<file path="config.mk">
export PLATFORM = sky130hd
export DESIGN_NAME = caled_frame_streamer
export DESIGN_NICKNAME = d
export VERILOG_FILES = /design/src/rtl/caled_frame_streamer_pkg.sv /design/src/rtl/st_skid_fifo.sv /design/src/rtl/caled_frame_streamer.sv
export SDC_FILE = /design/constraint.sdc
export NUM_CORES = 1
export LEC_CHECK = 0
export BUFFER_PORTS_ARGS = -buffer_cell sky130_fd_sc_hd__buf_2
export CAP_MARGIN = 20
export CORE_ASPECT_RATIO = 0.5
export CORE_MARGIN = 2
export CORE_UTILIZATION = 56
export CTS_CLUSTER_DIAMETER = 100
export DETAILED_ROUTE_END_ITERATION = 12
export GPL_TIMING_DRIVEN = 0
export HOLD_SLACK_MARGIN = 0.02
export PLACE_DENSITY = 0.8
export SLEW_MARGIN = 0
export SYNTH_ARGS = -nofsm -noshare
export SYNTH_HDL_FRONTEND = slang
export SYNTH_HIERARCHICAL = 1
export SYNTH_SLANG_ARGS = --single-unit
</file>
<file path="constraint.sdc">
create_clock -name clk -period 3.9 [get_ports clk]
set_input_delay 0.195 -clock clk [delete_from_list [all_inputs] [get_ports clk]]
set_output_delay 0.195 -clock clk [all_outputs]
set_load 0.03 [all_outputs]
</file>
<file path="src/rtl/caled_frame_streamer_pkg.sv">
// Shared types for the calibrated-frame streamer: FSM states, beat layout, defaults.
// Latency: n/a (types only).
// Backpressure: n/a.
package caled_frame_streamer_pkg;

  localparam int WORD_W        = 16;
  localparam int N_SAMPLES_DEF = 320;

  typedef enum logic [2:0] {
    IDLE,
    HEADER,
    STREAM,
    DRAIN,
    DONE
  } state_t;

  // One output-FIFO entry: payload word plus packet framing flags.
  typedef struct packed {
    logic [WORD_W-1:0] data;
    logic              sop;
    logic              eop;
  } beat_t;

endpackage

</file>
<file path="src/rtl/st_skid_fifo.sv">
// Two-entry beat FIFO feeding the Avalon-ST source.
// Latency: a pushed beat is visible at the head on the next cycle.
// Backpressure: head and valid hold while pop is low; push+pop together keeps occupancy.
module st_skid_fifo
  import caled_frame_streamer_pkg::*;
(
  input  logic       clk,
  input  logic       rst,
  input  logic       push,
  input  beat_t      push_beat,
  input  logic       pop,
  output logic       vld,
  output beat_t      head,
  output logic [1:0] count
);

  beat_t mem [2];
  logic  wr_ptr;
  logic  rd_ptr;
  logic  do_push;
  logic  do_pop;

  assign vld     = (count != 2'd0);
  assign head    = mem[rd_ptr];
  assign do_pop  = pop && vld;
  // A push into a full FIFO is only legal when the head leaves in the same cycle.
  assign do_push = push && ((count != 2'd2) || do_pop);

  // Storage, pointers and occupancy update.
  always_ff @(posedge clk or posedge rst) begin
    if (rst) begin
      mem[0] <= '0;
      mem[1] <= '0;
      wr_ptr <= 1'b0;
      rd_ptr <= 1'b0;
      count  <= 2'd0;
    end else begin
      if (do_push) begin
        mem[wr_ptr] <= push_beat;
        wr_ptr      <= ~wr_ptr;
      end
      if (do_pop) begin
        rd_ptr <= ~rd_ptr;
      end
      count <= count + 2'(do_push) - 2'(do_pop);
    end
  end

endmodule

</file>
<file path="src/rtl/caled_frame_streamer.sv">
// Streams a calibrated frame buffer as one Avalon-ST packet: header word (frame_seq) then N_SAMPLES words.
// Latency: read data is pushed the cycle it returns; first beat appears one cycle after the header push.
// Backpressure: reads are throttled so FIFO occupancy plus in-flight reads never exceeds the 2-entry FIFO.
module caled_frame_streamer
  import caled_frame_streamer_pkg::*;
#(
  parameter int N_SAMPLES = N_SAMPLES_DEF,
  parameter int ADDR_W    = 9
) (
  input  logic              clk,
  input  logic              rst,
  input  logic              frame_ready,
  output logic              frame_done,
  output logic [ADDR_W-1:0] data_caled_address,
  output logic              data_caled_rd_enable,
  input  logic [15:0]       data_caled,
  output logic [15:0]       data_out_data,
  output logic              data_out_valid,
  input  logic              data_out_ready,
  output logic              data_out_startofpacket,
  output logic              data_out_endofpacket,
  output logic              data_out_empty,
  output logic [15:0]       frame_seq
);

  localparam logic [ADDR_W:0] LAST_IDX = (ADDR_W+1)'(N_SAMPLES - 1);

  state_t            state;
  logic              pending;
  logic [15:0]       seq_q;
  logic [ADDR_W:0]   rd_idx;
  logic [ADDR_W-1:0] addr_q;
  logic              rd_dly;
  logic              last_dly;
  logic              rd_go;
  logic              pop;
  logic [2:0]        occ;

  logic              fifo_push;
  beat_t             fifo_in;
  logic              fifo_vld;
  beat_t             fifo_head;
  logic [1:0]        fifo_count;

  assign pop = fifo_vld && data_out_ready;
  // Entries that will be held once this cycle's arriving word and departing beat settle;
  // a new read is safe only if its data will find a free slot next cycle.
  assign occ   = 3'(fifo_count) + 3'(rd_dly) - 3'(pop);
  assign rd_go = (state == STREAM) && (occ < 3'd2);

  assign fifo_push = (state == HEADER) || rd_dly;
  assign fifo_in   = (state == HEADER) ? beat_t'{data: seq_q, sop: 1'b1, eop: 1'b0}
                                       : beat_t'{data: data_caled, sop: 1'b0, eop: last_dly};

  st_skid_fifo u_fifo (
    .clk       (clk),
    .rst       (rst),
    .push      (fifo_push),
    .push_beat (fifo_in),
    .pop       (pop),
    .vld       (fifo_vld),
    .head      (fifo_head),
    .count     (fifo_count)
  );

  assign data_out_valid         = fifo_vld;
  assign data_out_data          = fifo_head.data;
  assign data_out_startofpacket = fifo_vld && fifo_head.sop;
  assign data_out_endofpacket   = fifo_vld && fifo_head.eop;
  assign data_out_empty         = 1'b0;
  assign frame_seq              = seq_q;

  assign data_caled_rd_enable = rd_go;
  assign data_caled_address   = rd_go ? rd_idx[ADDR_W-1:0] : addr_q;

  // Track reads in flight so returning words are pushed with the right EOP flag.
  always_ff @(posedge clk or posedge rst) begin
    if (rst) begin
      rd_dly   <= 1'b0;
      last_dly <= 1'b0;
      addr_q   <= '0;
    end else begin
      rd_dly   <= rd_go;
      last_dly <= rd_go && (rd_idx == LAST_IDX);
      if (rd_go) begin
        addr_q <= rd_idx[ADDR_W-1:0];
      end
    end
  end

  // Frame sequencing FSM with a single-deep pending request.
  always_ff @(posedge clk or posedge rst) begin
    if (rst) begin
      state      <= IDLE;
      pending    <= 1'b0;
      seq_q      <= 16'h0000;
      rd_idx     <= '0;
      frame_done <= 1'b0;
    end else begin
      frame_done <= 1'b0;
      if (state == IDLE) begin
        if (frame_ready || pending) begin
          state   <= HEADER;
          pending <= 1'b0;
        end
      end else if (frame_ready) begin
        pending <= 1'b1;
      end
      case (state)
        IDLE: ;
        HEADER: begin
          rd_idx <= '0;
          state  <= STREAM;
        end
        STREAM: begin
          if (rd_go) begin
            rd_idx <= rd_idx + (ADDR_W+1)'(1);
            if (rd_idx == LAST_IDX) begin
              state <= DRAIN;
            end
          end
        end
        DRAIN: begin
          // The EOP beat is the final push, so its departure leaves the FIFO empty.
          if (pop && fifo_head.eop) begin
            state      <= DONE;
            frame_done <= 1'b1;
          end
        end
        DONE: begin
          seq_q <= seq_q + 16'h0001;
          state <= IDLE;
        end
        default: state <= IDLE;
      endcase
    end
  end

endmodule

</file>
* Yosys cells after proc, flatten, opt, wreduce, memory -nomap -nowiden *
Cells that the tools add are included.

storage, ports and cells
  word-level logic and storage cells = 78
  register bits = 82
  bits of input ports = 20
  output and inout port bits = 47

operators by class
  equal/unequal tests = 8
  bitwise logic cells = 4
  $lt $le $gt $ge = 4
  reductions and logical operators = 18
  $add $sub $neg = 6
  multiplexer cells = 21

operators with widths
  cell                                                   number
  two-way mux 18 bit                                     5
  bitwise mux 36 bit                                     1
  one-hot mux 10 bit (2 select lines)                    1
  demux 18 bit (select 1 bit)                            1
  adder 16 x 1 -> 16 bit (second input constant)         1
  two-way mux 3 bit                                      5
  one-hot mux 3 bit (4 select lines)                     1
  adder 10 x 1 -> 10 bit (second input constant)         1
  equality test 10 x 9 -> 1 bit (second input constant)  1
  two-way mux 10 bit                                     1
  logical AND 1 bit                                      9
  two-way mux 9 bit                                      1
  equality test 3 x 2 -> 1 bit (second input constant)   2
  nonzero test 2 bit                                     3
  two-way mux 1 bit                                      5
  >= comparator 2 bit (second input constant)            2
  != test 2 bit (second input constant)                  2
  inverter 1 -> 2 bit                                    2
  AND reduction 2 bit                                    2
  adder 2 x 1 -> 3 bit                                   1
  equality test 3 x 1 -> 1 bit (second input constant)   1
  equality test 3 bit (second input constant)            1
  zero test 3 bit                                        1
  logical OR 1 bit                                       3
  7 further kinds                                        8

* Logic depth before layout (Yosys ltp) *
  depth in word-level cells = 7
  depth in mapped cells = 12
  depth with buffers taken out = 10

* Cells and area by module *
The synthesis kept the hierarchy.

modules (own cells, without submodules)
  module                seq. area each (um^2)  area each (um^2)  instances  cells an instance
  caled_frame_streamer  1051.0                 2140.8            1          243
  st_skid_fifo          1001.0                 1815.5            1          124

* Worst setup path before layout *
OpenSTA, ideal clock, no wires.

  path type = reg2out
  from = register u_fifo.count[1]
  to = output port data_caled_address[0]
  path slack = 605 ps
  data required time = 3705 ps
  stages on the path, launching flop included = 13
  path buffers = 2
  arrival = 3100 ps
  path through = dfrtp_1 -> or2_2 -> nand2_1 -> xnor2_1 -> nand2_1 -> fa_1 -> nand4bb_4 -> or2_1 -> buf_6 -> inv_1 -> clkbuf_1 -> nand2_1 -> nand2_1

on the way
  cells in the longest elaborated chain, start to end = 6
  elaborated cells on any way between the ends = 7
  those cells by class = 2 x add/sub; 1 x order compare; 1 x mux; 3 x reduce/logical

ends and longest elaborated chain
  what                         RTL line                    source
  start: declaration           st_skid_fifo.sv:14          output logic [1:0] count
  start signal: assignment     st_skid_fifo.sv:45          count <= count + 2'(do_push) - 2'(do_pop);
  nonzero test 2 bit           st_skid_fifo.sv:23          assign vld = (count != 2'd0);
  via data_out_valid           caled_frame_streamer.sv:18  output logic data_out_valid,
  logical AND 1 bit            caled_frame_streamer.sv:45  assign pop = fifo_vld && data_out_ready;
  subtractor 3 x 1 -> 3 bit    caled_frame_streamer.sv:48  assign occ = 3'(fifo_count) + 3'(rd_dly) - 3'(pop);
  < comparator 3 x 2 -> 1 bit  caled_frame_streamer.sv:49  assign rd_go = (state == STREAM) && (occ < 3'd2);
  logical AND 1 bit            caled_frame_streamer.sv:49
  via data_caled_rd_enable     caled_frame_streamer.sv:15  output logic data_caled_rd_enable,
  two-way mux 9 bit            -
  end: declaration             caled_frame_streamer.sv:14  output logic [ADDR_W-1:0] data_caled_address,

The timed path passes the listed nets, and every way through them passes these cells.

* Worst setup path in the final report *
  from = register u_fifo.count[1]
  to = output port data_caled_address[4]

on the way
  cells in the longest elaborated chain, start to end = 6
  elaborated cells on any way between the ends = 7
  those cells by class = 2 x add/sub; 1 x order compare; 1 x mux; 3 x reduce/logical

ends and longest elaborated chain
  what                                                                          RTL line
  parallel branches: the longest is 2 deep, another holds adder 2 x 1 -> 3 bit  -
  subtractor 3 x 1 -> 3 bit (*)                                                 caled_frame_streamer.sv:48
  < comparator 3 x 2 -> 1 bit (*)                                               caled_frame_streamer.sv:49
  logical AND 1 bit (*)                                                         caled_frame_streamer.sv:49
  two-way mux 9 bit (*)                                                         -

Mark *: on every way between the ends.

==> reports/metrics.cfg <==
[outcome]
status=finished clean

[die]
num_io_pins=67
initial_utilization=0.586
num_rows=21
die-area_mm2=0.00779
die_w_um=123
coreArea_mm2=0.00675
die_h_um=63.4

[grt]
grt_usage=0.238
grt_pass1_vias=2862
grt_overflow=0
grt_pass1_wl_um=14000
grt_max_degree=43
antenna_found_initial=0

[sta]
slew_viol_final=0
hold_violations=0
tns_ns=0
hold-worst-slack_ns=0.0452
period_share=0.940
maxSlewHeadroom=0.422
min_period_ns=3.66
rsz0062_at_grt=no
setup_viol=0
fin_skew_ns=0.00669
max_freq_ghz=0.273
tightest_slew_ns=0.866

[finish]
area_growth_pct=19.6
final_common_cell=nand2_1
final_cell_mix=nand2_1 (101), dfrtp_1 (82), buf_2 (70)
layout-drive-gt1-share=0.324
antenna_cells=0
n_fill_cell=512
postLayoutCellArea_mm2=0.00473
finalNetCount=468
final_util=0.701

[synthesis]
synthCells=367
syn-num-nets=392
syn_avg_cell_area_um2=10.8
yosys-top-cells-area=dfrtp_1 (52%), mux2_2 (11%), nand2_1 (9.6%), xnor2_1 (4.2%), o2bb2ai_1 (2.2%)
yosys.area.top_type=dfrtp_1
yosys.area.top_type_share=0.519
syn_area_mm2=0.00396
synth_cell_types=40
synth-seq-cells=82
ys_seq_area_frac=0.519
ys_warn_count=6

[detailed_routing]
post_drt_wl_per_cell_um=15.2
drt_iter0_drc=196
ant_nets=0
wl_um=8220
wl_met1_um=3810
drc_errors=0
wl_met2_um=3870
firstDrtPassIters=4
routed_via_density=5.28
num_vias=2849
top_layer=met4
wl_met3_um=385

[pwr]
total_power_mw=4.09
ir_drop_uv=600
powerDensity_mw_per_mm2=864
leakage_nw=2.40

[place]
dpl_cell_area_mm2=0.00440
hpwl_um=5750
gp_congestion=0.851
port-buffer-count=65

[worst_setup_path]
crit_required_ns=3.70
regToRegSetupSlack_ns=0.90
cp_slowest_cell=fa_1
cp.arrival_ns=3.47
max_stage_delay_ns=0.53
crit_buf_inv=4
crit_chain=or2_2, nand2_1, xnor2_1, nand2_1, fa_1, nand4bb_4, or2_1, buf_6, inv_1, clkbuf_1, nand2_1, nand2_1, buf_2
crit_family=simple AND/OR/NAND/NOR gates
worstSetupPathType=reg -> out
worstSetupEndpointType=output port
startpoint_type=register
cp.depth=13
critical_path_peak_fanout=11
rr_worst_depth=12
crit_path_frequent_cell=nand2_1

[cts]
root_buffer=clkbuf_16
clk_pin_slew_worst_paths_ns=0.06
postCtsSetupBuffers=0
cts.htree.levels=3
cts_resized=0
cts_buffer_depth=2
cts_tree=done
clk_latency_ns=0.34
cts_buffers=9
cts_hold_buffers=0
numClockSinks=82

[worst_hold_path]
min_path_type=in -> async

[job]
maxCapViolations=0

## synth_stat cells (all sizes together)
library cell	number
nor3	8
a21oi	1
or2	3
a31oi	1
or4	1
dfrtp	82
buf	11
nor4	3
mux2i	2
o21ai	2
or3b	3
mux2	44
nand3	12
nor2	12
and2	5
o32a	1
xnor2	19
and4	3
nand4	5
xor2	7
o31ai	1
nand4bb	1
nand2	101
clkbuf	7
and3	3
nand2b	4
ha	4
inv	8
fa	1
conb	1
nor3b	1
o2bb2ai	10
## metrics by stage
stage | cells | setup slack, ns
after floorplan | 367 | 0.605
after global placement | 524 | 0.680
after detailed placement | 524 | 0.623
after CTS | 540 | 0.238
after global routing | 540 | 0.00634
final | 540 | 0.235
## routing by layer
metal,up-vias,global-route usage
li1,1384,-
met1,1399,0.328
met5,-,0
met4,0,0.0876
met2,52,0.365
met3,14,0.0616
## where the power goes
| group | internal [mW] | switching, mW |
|---|---|---|
| clock | 0.624 | 0.325 |
| sequential | 1.12 | 0.151 |
| combinational | 0.732 | 1.14 |
| total | 2.47 | 1.61 |
## layout make-up
type | instances | area [um^2] | area share
sequential | 82 | 2050 | 0.434
multi-input combinational | 259 | 1750 | 0.370
timing repair buffer | 65 | 325 | 0.0687
clock buffer | 11 | 233 | 0.0492
buffer | 18 | 124 | 0.0262
tap | 92 | 115 | 0.0243
clock inverter | 5 | 103 | 0.0217
inverter | 8 | 30.0 | 0.00635
## kinds of logic (layout without fill, tap and decap cells)
logic type	count (synthesis)	in the layout	synth area share
compound gates	16	16	0.0329
xor+xnor	26	26	0.0576
fa+ha+maj	5	5	0.0177
buf+inv	26	107	0.0389
flops	82	82	0.519
mux	46	46	0.135
other cells	1	1	0.000948
simple gates	165	165	0.198
## registers in the layout (all words and copies together) (netlist names)
| name | count |
|---|---|
| frame_seq | 16 |
| u_fifo/wr_ptr | 1 |
| state | 3 |
| rd_dly | 1 |
| frame_done | 1 |
| u_fifo/count | 2 |
| u_fifo/mem | 36 |
| rd_idx | 10 |
| pending | 1 |
| last_dly | 1 |
| u_fifo/rd_ptr | 1 |
| addr_q | 9 |
## path summary, 6_finish.rpt
| path | start | to |
|---|---|---|
| max reg2reg | u_fifo/count[1] | addr_q[0] |
| min | rst | u_fifo/count[1] |
| max | u_fifo/count[1] | data_caled_address[4] |
| min in group clk | frame_ready | pending |
| max in group asynchronous | rst | last_dly |
| min reg2reg | addr_q[3] | addr_q[3] |
(Power assumes the default switching activity.)
